===== src/rtl/riscv_ctrl_pkg.sv =====
// Shared constants for the multi-cycle RISC-V control sequencer:
// opcode values, ALU operation select codes and FSM state encodings.
package riscv_ctrl_pkg;

    localparam logic [6:0] OP_ALU_R     = 7'b0110011;
    localparam logic [6:0] OP_ALU_I     = 7'b0010011;
    localparam logic [6:0] OP_BRANCH_EQ = 7'b1100011;
    localparam logic [6:0] OP_JUMP      = 7'b1101111;
    localparam logic [6:0] OP_LOAD      = 7'b0000011;
    localparam logic [6:0] OP_STORE     = 7'b0100011;

    localparam logic [1:0] ALUOP_ADD    = 2'b00;
    localparam logic [1:0] ALUOP_SUB    = 2'b01;
    localparam logic [1:0] ALUOP_R_TYPE = 2'b10;

    localparam logic [2:0] ST_IDLE   = 3'd0;
    localparam logic [2:0] ST_FETCH  = 3'd1;
    localparam logic [2:0] ST_DECODE = 3'd2;
    localparam logic [2:0] ST_EXEC   = 3'd3;
    localparam logic [2:0] ST_MEM    = 3'd4;
    localparam logic [2:0] ST_WB     = 3'd5;

    function automatic logic is_known_op(input logic [6:0] op);
        logic known;
        case (op)
            OP_ALU_R, OP_ALU_I, OP_BRANCH_EQ,
            OP_JUMP, OP_LOAD, OP_STORE: known = 1'b1;
            default:                    known = 1'b0;
        endcase
        return known;
    endfunction

endpackage


===== src/rtl/ctrl_wait_timer.sv =====
// Memory wait-state timer.
// Ports:
//   clk, arst_n : clock, async active-low reset
//   clr         : clear count (priority over inc)
//   inc         : count one more wait cycle
//   expired     : count has reached TIMEOUT_MAX
module ctrl_wait_timer
    import riscv_ctrl_pkg::*;
#(
    parameter int TIMEOUT_MAX = 15
) (
    input  logic clk,
    input  logic arst_n,
    input  logic clr,
    input  logic inc,
    output logic expired
);

    logic [7:0] wait_cnt_q;
    logic [7:0] wait_cnt_d;

    always_comb begin
        wait_cnt_d = wait_cnt_q;
        if (clr) begin
            wait_cnt_d = 8'd0;
        end else if (inc) begin
            wait_cnt_d = wait_cnt_q + 8'd1;
        end
    end

    always_ff @(posedge clk or negedge arst_n) begin
        if (!arst_n) begin
            wait_cnt_q <= 8'd0;
        end else begin
            wait_cnt_q <= wait_cnt_d;
        end
    end

    assign expired = (wait_cnt_q == 8'(TIMEOUT_MAX));

endmodule


===== src/rtl/multicycle_ctrl_fsm.sv =====
// Multi-cycle sequencer: FETCH/DECODE/EXEC/MEM/WB control for a shared
// ALU and memory datapath, with ready handshakes, wait timeout and a
// retired-instruction counter.
// Ports:
//   clk, arst_n                  : clock, async active-low reset
//   enable                       : run request (sampled in IDLE / on completion)
//   opcode, zero_flag            : IR opcode, ALU zero result
//   imem_ready, dmem_ready       : memory handshakes
//   imem_req ... reg_write       : datapath controls, decoded from state + op_q
//   instr_done/illegal_op/bus_error : single-cycle event pulses
//   state, instr_count           : debug state, retired count (wraps)
//
// state  | meaning
// IDLE   | waiting for enable
// FETCH  | instruction read, wait for imem_ready
// DECODE | latch opcode, reject unknown ones
// EXEC   | ALU operation / branch / jump
// MEM    | data access, wait for dmem_ready
// WB     | register file write, retire
module multicycle_ctrl_fsm
    import riscv_ctrl_pkg::*;
#(
    parameter int TIMEOUT_MAX = 15,
    parameter int CNT_W       = 32
) (
    input  logic             clk,
    input  logic             arst_n,
    input  logic             enable,
    input  logic [6:0]       opcode,
    input  logic             zero_flag,
    input  logic             imem_ready,
    input  logic             dmem_ready,
    output logic             imem_req,
    output logic             dmem_req,
    output logic             ir_write,
    output logic             pc_write,
    output logic             pc_src,
    output logic             alu_src,
    output logic [1:0]       alu_op,
    output logic             mem_read,
    output logic             mem_write,
    output logic             mem_2_reg,
    output logic             reg_write,
    output logic             instr_done,
    output logic             illegal_op,
    output logic             bus_error,
    output logic [2:0]       state,
    output logic [CNT_W-1:0] instr_count
);

    logic [2:0]       state_q, state_d;
    logic [6:0]       op_q, op_d;
    logic [CNT_W-1:0] cnt_q, cnt_d;
    logic             wait_inc;
    logic             wait_clr;
    logic             expired;
    logic             retire;

    assign wait_inc = ((state_q == ST_FETCH) && !imem_ready) ||
                      ((state_q == ST_MEM)   && !dmem_ready);
    // Also clear on the expiry cycle: the FSM leaves for IDLE anyway.
    assign wait_clr = !wait_inc || expired;

    ctrl_wait_timer #(
        .TIMEOUT_MAX(TIMEOUT_MAX)
    ) u_wait_timer (
        .clk    (clk),
        .arst_n (arst_n),
        .clr    (wait_clr),
        .inc    (wait_inc),
        .expired(expired)
    );

    always_comb begin
        state_d    = state_q;
        op_d       = op_q;
        cnt_d      = cnt_q;
        retire     = 1'b0;
        imem_req   = 1'b0;
        dmem_req   = 1'b0;
        ir_write   = 1'b0;
        pc_write   = 1'b0;
        pc_src     = 1'b0;
        alu_src    = 1'b0;
        alu_op     = ALUOP_ADD;
        mem_read   = 1'b0;
        mem_write  = 1'b0;
        mem_2_reg  = 1'b0;
        reg_write  = 1'b0;
        instr_done = 1'b0;
        illegal_op = 1'b0;
        bus_error  = 1'b0;

        case (state_q)
            ST_IDLE: begin
                if (enable) state_d = ST_FETCH;
            end
            ST_FETCH: begin
                imem_req = 1'b1;
                // A ready arriving on the expiry cycle still wins.
                if (imem_ready) begin
                    ir_write = 1'b1;
                    pc_write = 1'b1;
                    state_d  = ST_DECODE;
                end else if (expired) begin
                    bus_error = 1'b1;
                    state_d   = ST_IDLE;
                end
            end
            ST_DECODE: begin
                op_d = opcode;
                if (is_known_op(opcode)) begin
                    state_d = ST_EXEC;
                end else begin
                    illegal_op = 1'b1;
                    state_d    = enable ? ST_FETCH : ST_IDLE;
                end
            end
            ST_EXEC: begin
                case (op_q)
                    OP_ALU_R: begin
                        alu_op  = ALUOP_R_TYPE;
                        state_d = ST_WB;
                    end
                    OP_ALU_I: begin
                        alu_op  = ALUOP_R_TYPE;
                        alu_src = 1'b1;
                        state_d = ST_WB;
                    end
                    OP_LOAD, OP_STORE: begin
                        alu_src = 1'b1;
                        state_d = ST_MEM;
                    end
                    OP_BRANCH_EQ: begin
                        alu_op   = ALUOP_SUB;
                        pc_src   = 1'b1;
                        pc_write = zero_flag;
                        retire   = 1'b1;
                    end
                    OP_JUMP: begin
                        pc_write = 1'b1;
                        pc_src   = 1'b1;
                        state_d  = ST_WB;
                    end
                    default: state_d = ST_IDLE;
                endcase
            end
            ST_MEM: begin
                dmem_req  = 1'b1;
                alu_src   = 1'b1;
                mem_read  = (op_q == OP_LOAD);
                mem_write = (op_q == OP_STORE);
                if (dmem_ready) begin
                    if (op_q == OP_LOAD) state_d = ST_WB;
                    else                 retire  = 1'b1;
                end else if (expired) begin
                    bus_error = 1'b1;
                    state_d   = ST_IDLE;
                end
            end
            ST_WB: begin
                reg_write = 1'b1;
                mem_2_reg = (op_q == OP_LOAD);
                retire    = 1'b1;
            end
            default: state_d = ST_IDLE;
        endcase

        if (retire) begin
            instr_done = 1'b1;
            cnt_d      = cnt_q + CNT_W'(1);
            state_d    = enable ? ST_FETCH : ST_IDLE;
        end
    end

    always_ff @(posedge clk or negedge arst_n) begin
        if (!arst_n) begin
            state_q <= ST_IDLE;
            op_q    <= 7'd0;
            cnt_q   <= '0;
        end else begin
            state_q <= state_d;
            op_q    <= op_d;
            cnt_q   <= cnt_d;
        end
    end

    assign state       = state_q;
    assign instr_count = cnt_q;

endmodule


===== config.mk =====
export PLATFORM = sky130hd
export DESIGN_NAME = multicycle_ctrl_fsm
export DESIGN_NICKNAME = d
export VERILOG_FILES = /design/src/rtl/riscv_ctrl_pkg.sv /design/src/rtl/ctrl_wait_timer.sv /design/src/rtl/multicycle_ctrl_fsm.sv
export SDC_FILE = /design/constraint.sdc
export NUM_CORES = 1
export LEC_CHECK = 0
export CAP_MARGIN = 25
export CORE_ASPECT_RATIO = 1.5
export CORE_MARGIN = 8
export CORE_UTILIZATION = 35
export DETAILED_ROUTE_END_ITERATION = 7
export PLACE_DENSITY = 0.58
export SYNTH_ARGS = -nofsm -noshare
export SYNTH_HDL_FRONTEND = slang
export SYNTH_SLANG_ARGS = --single-unit

===== constraint.sdc =====
create_clock -name clk -period 2.3 [get_ports clk]
set_clock_uncertainty 0.15 [all_clocks]
set_input_delay 0.69 -clock clk [delete_from_list [all_inputs] [get_ports clk]]
set_output_delay 0.69 -clock clk [all_outputs]
set_load 0.02 [all_outputs]

Word-level counts from Yosys, hierarchy flattened
Index checks and enable logic that the tools add are counted.
{"block": "totals", "latchBits": 0, "ram_bits": 0, "rom_bits": 0, "word_cells": 85, "regBits": 50, "mem_count": 0, "out_inout_bits": 50, "in_bits": 13}
{"block": "op_classes", "reduce_logical": 16, "div": 0, "multipliers": 0, "muxes": 41, "magnitude_cmp": 0, "n_shift": 0, "bitwise": 0, "eq_ne": 22, "add_sub_neg": 2}
{"op": "$add 32x1->32 const B", "n": 1}
{"op": "$eq 7x6->1 const B", "n": 4}
{"op": "$eq 7x7->1 const B", "n": 4}
{"op": "$mux 1", "n": 23}
{"op": "$mux 3", "n": 6}
{"op": "$pmux 3 s6", "n": 1}
{"op": "$mux 8", "n": 2}
{"op": "$eq 7x2->1 const B", "n": 2}
{"op": "$eq 7x5->1 const B", "n": 2}
{"op": "$pmux 3 s3", "n": 1}
{"op": "$add 8x1->8 const B", "n": 1}
{"op": "$eq 8x4->1 const B", "n": 1}
{"op": "$pmux 1 s2", "n": 4}
{"op": "$eq 3x2->1 const B", "n": 2}
{"op": "$eq 3x3->1 const B", "n": 2}
{"op": "$ne 3x3->1 const B", "n": 2}
{"op": "$reduce_or 2->1", "n": 3}
{"op": "$reduce_or 3->1", "n": 2}
{"op": "$reduce_or 6->1", "n": 1}
{"op": "$mux 2", "n": 2}
{"op": "$ne 4x3->1 const B", "n": 1}
{"op": "$pmux 2 s2", "n": 1}
{"op": "$reduce_and 4->1", "n": 1}
{"op": "$eq 3x1->1 const B", "n": 1}
{"op": "other kinds (7)", "n": 11}

Longest topological paths before layout
{"block": "depth", "depth_word": 7, "mapped_depth": 9, "ltp_nobuf": 7}

Cells and area by module
Synthesis repeated with hierarchy kept, for this count alone.
{"block": "hier_totals", "hier_cells": 258, "area_unflattened_um2": 2625.0}
{"mod": "multicycle_ctrl_fsm", "n_inst": 1, "seq_area_each_um2": 1051.0, "cells_each": 219, "area_each_um2": 2230.9}
{"mod": "ctrl_wait_timer", "n_inst": 1, "seq_area_each_um2": 200.2, "cells_each": 39, "area_each_um2": 394.1}

Least setup slack after synthesis
OpenSTA, ideal clock, no wires.
{"block": "synth_timing", "path_type": "register to output", "from": "reg state_q[0] (netlist: state[0])", "to": "out pc_write", "required_ps": 1460, "t_arrival_ps": 1684, "stages_incl_launch_ff": 6, "setup_slack_ps": -224, "path_cell_list": "dfrtp_1 -> buf_2 -> inv_1 -> nor3_1 -> nand2_1 -> o31ai_1"}
{"block": "synth_via", "elab_chain_len": 2}
{"item": "start: declaration", "line_no": "multicycle_ctrl_fsm.sv:51", "source": "logic [2:0] state_q, state_d;"}
{"item": "start signal: assignment", "line_no": "multicycle_ctrl_fsm.sv:182", "source": "state_q <= state_d;"}
{"item": "$eq 3x2->1 / $eq 3x1->1 (equally long branches)", "line_no": "multicycle_ctrl_fsm.sv:94", "source": "case (state_q)"}
{"item": "$pmux 1 s2 *", "line_no": "multicycle_ctrl_fsm.sv:94"}
{"item": "end: declaration", "line_no": "multicycle_ctrl_fsm.sv:36", "source": "output logic pc_write,"}
Mark *: on every way between the ends. The rest lies on a longest branch, timed or not.

Worst setup path after layout
{"block": "layout_timing", "from": "reg op_q[6]", "to": "out alu_op[1]"}
{"block": "layout_via", "elab_chain_len": 4}
{"item": "start: declaration", "line_no": "multicycle_ctrl_fsm.sv:52", "source": "logic [6:0] op_q, op_d;"}
{"item": "start signal: assignment", "line_no": "multicycle_ctrl_fsm.sv:183", "source": "op_q <= op_d;"}
{"item": "$eq 7x5->1 / $eq 7x6->1 (equally long branches)", "line_no": "multicycle_ctrl_fsm.sv:120", "source": "case (op_q)"}
{"item": "$reduce_or 2->1 (no source line)"}
{"item": "$pmux 2 s2 *", "line_no": "multicycle_ctrl_fsm.sv:120"}
{"item": "$mux 2 *", "line_no": "multicycle_ctrl_fsm.sv:94"}
{"item": "end: declaration", "line_no": "multicycle_ctrl_fsm.sv:39", "source": "output logic [1:0] alu_op,"}
Marked as above.

==> reports/metrics.csv <==
metric,value,unit
grt.met3_usage,0.04175,
fin_ws,-0.3327,ns
route.vias.total,2369,
synth_top_family_by_area,simple AND/OR/NAND/NOR gates,
start_kind,flip-flop,
leakagePower,0.001934,uW
synth_xor_area_frac,0.1317,
critPathMaxFanout,4,
grt_max_degree,51,
finalPower,2871,uW
start_util,0.3554,
ys_warn_count,0,
drc,0,
synth-seq-area-share,0.4970,
end_kind,output port,
h-tree-depth,2,
rsz0062_at_grt,yes,
cap_violations,0,
routed_wl,7.419,mm
cts_tree,done,
nets,399,
first_iter_violations,65,
antenna_found_initial,0,
numCtsBuffers,5,
core-area,7084,um2
p_per_area,681.2,nW/um2
synth_top_cell_area_share,0.4970,
vdd_ir_drop_max,0.5096,mV
synth_edf_count,0,
clk_pin_slew,0.10,ns
met1_usage,0.1574,
worstSkewPairLatency,0.30,ns
portBuffers,62,
yosysTopAreaCell,dfrtp_1,
timing.hold.ws,0.2019,ns
relSlewSlack,0.7799,
maxSlewViolCount,0,
via_per_inst,5.095,
ys_async_sr_fraction,1.000,
cts.path.max_buffers,2,
top_usage_layer,met2,
setup_viol,14,
cts_root_buffer,clkbuf_8,
grt_pass1_wl,11.80,mm
final_common_cell,buf_4,
drive_gt1_frac,0.4104,
syn_inst,246,
netlist_area,2517,um2
post_synth_num_cell_types,39,
gp_congestion,0.8229,
worstPathArrival,1.79,ns
required,1.46,ns
dieHeight,119.9,um
final_cell_mix,"buf_4 (56), dfrtp_1 (47), clkdlybuf4s50_1 (30)",
wl_per_cell,15.95,um
firstDrtPassIters,4,
min_period_over_period,1.145,
fin_crit,2.633,ns
grt_use_total,0.1437,
startpoint,op_q[6],
met2_usage,0.2556,
die_area,10220,um2
ys_ff_latch,50,
grt_pass1_vias,2441,
synth-simple-area-share,0.2659,
report.final.hold_viol_count,0,
diodes,0,
ios,63,
path_class,reg2out,
synthFlopType,dfrtp_1,
gr-total-overflow,0,
cts_sinks,50,
violations,negative setup slack,
syn_to_final_growth,67.45,%
ant_nets,0,
rows,38,
dp_hpwl,5.032,mm
synthTopCellsByArea,"dfrtp_1 (50%), xnor2_1 (6.6%), xor2_1 (5.9%)",
synth_fa_ha_area_frac,0.009940,
fmax,379.8,MHz
r2r-start,state[0],
postCtsHoldBufs,0,
synth_nets,261,
muxShareOfSynthArea,0.03579,
status,"complete, but fails checks",
die_w,85.25,um
synth_compound_area_frac,0.03479,
syn_area_per_cell,10.23,um2
min_path_type,in2async,
worst_slew_pin_slew,0.3256,ns
metal layers:
| layer | vias up | wire length [um] |
|---|---|---|
| met5 | - | 0 |
| met4 | 0 | 193 |
| met3 | 16 | 534 |
| met2 | 77 | 3821 |
| met1 | 1151 | 2870 |
| li1 | 1125 | - |
metrics by stage:
stage                     setup TNS (ns)  instance area [um2]    util  setup WS (ns)  cells
final                             -2.306                 4215  0.5950        -0.3327    465
after global placement            -11.61                 3601  0.5083        -0.8043    432
after global routing              -3.869                 4215  0.5950        -0.3842    465
after floorplan                 -0.07807                 2545       -       -0.06880    246
after detailed placement          -11.93                 3601  0.5083        -0.8167    432
after CTS                         -2.044                 3951  0.5578        -0.2868    455
state kept, by name, indices dropped and copies added, names as in the netlist:
signal / cells
u_wait_timer.wait_cnt_q: 8
instr_count: 32
op_q: 7
state: 3
synth_stat cells, types with 2 or more instances:
cell      number
dfrtp_1       50
nand2_1       26
nor2_1        26
xnor2_1       19
nand3_1       17
xor2_1        17
inv_1         10
and3_1         8
nor3_1         8
mux2_2         7
nand4_1        7
buf_2          5
a21oi_1        4
and4_1         4
nand3b_1       3
nor4_1         3
o21ai_0        3
a31oi_1        2
and4b_1        2
ha_1           2
nand4b_4       2
nor4b_1        2
or2_2          2
or4_4          2
path summary, 6_finish.rpt:
kind / endpoint / cells past startpoint / slack [ns]
min in group clk: instr_count[31] / 1 / 0.34
setup reg to reg: instr_count[31] / 10 / -0.06
max in group asynchronous: state[0] / 2 / 1.53
hold reg to reg: instr_count[31] / 1 / 0.34
setup / recovery: alu_op[1] / 4 / -0.33
hold / removal: instr_count[7] / 2 / 0.20
critical path, cell delays in order, from the launching register on:
cell     delay [ns]
dfrtp_1        0.39
or3_4          0.43
nor4_4         0.36
and2_4         0.21
buf_6          0.11
cell families after synthesis:
group	after synthesis
flops	50
mux	8
xor+xnor	37
fa+ha+maj	2
buf+inv	15
compound gates	14
simple gates	120
report_power, final:
group / leakage, uW / switching [uW] / internal (uW)
combinational: 0.00128 / 508 / 655
clock: 0.0000514 / 297 / 325
sequential: 0.000603 / 105 / 982
total: 0.00193 / 910 / 1960
timing repair:
item	in CTS	in global routing
pin swaps	21	24
buffers inserted	16	12
cloned	0	2
gates resized for setup	147	54
endpoints found under the setup margin	20	32
layout make-up:
type | count | area (um2)
Fill cell | 627 | 2869
Multi-Input combinational cell | 181 | 1430
Timing Repair Buffer | 136 | 1280
Sequential cell | 50 | 1255
Tap cell | 80 | 100.1
Clock buffer | 6 | 72.57
Inverter | 10 | 40.04
Clock inverter | 2 | 37.54
Power figures use the tool's default switching activity.
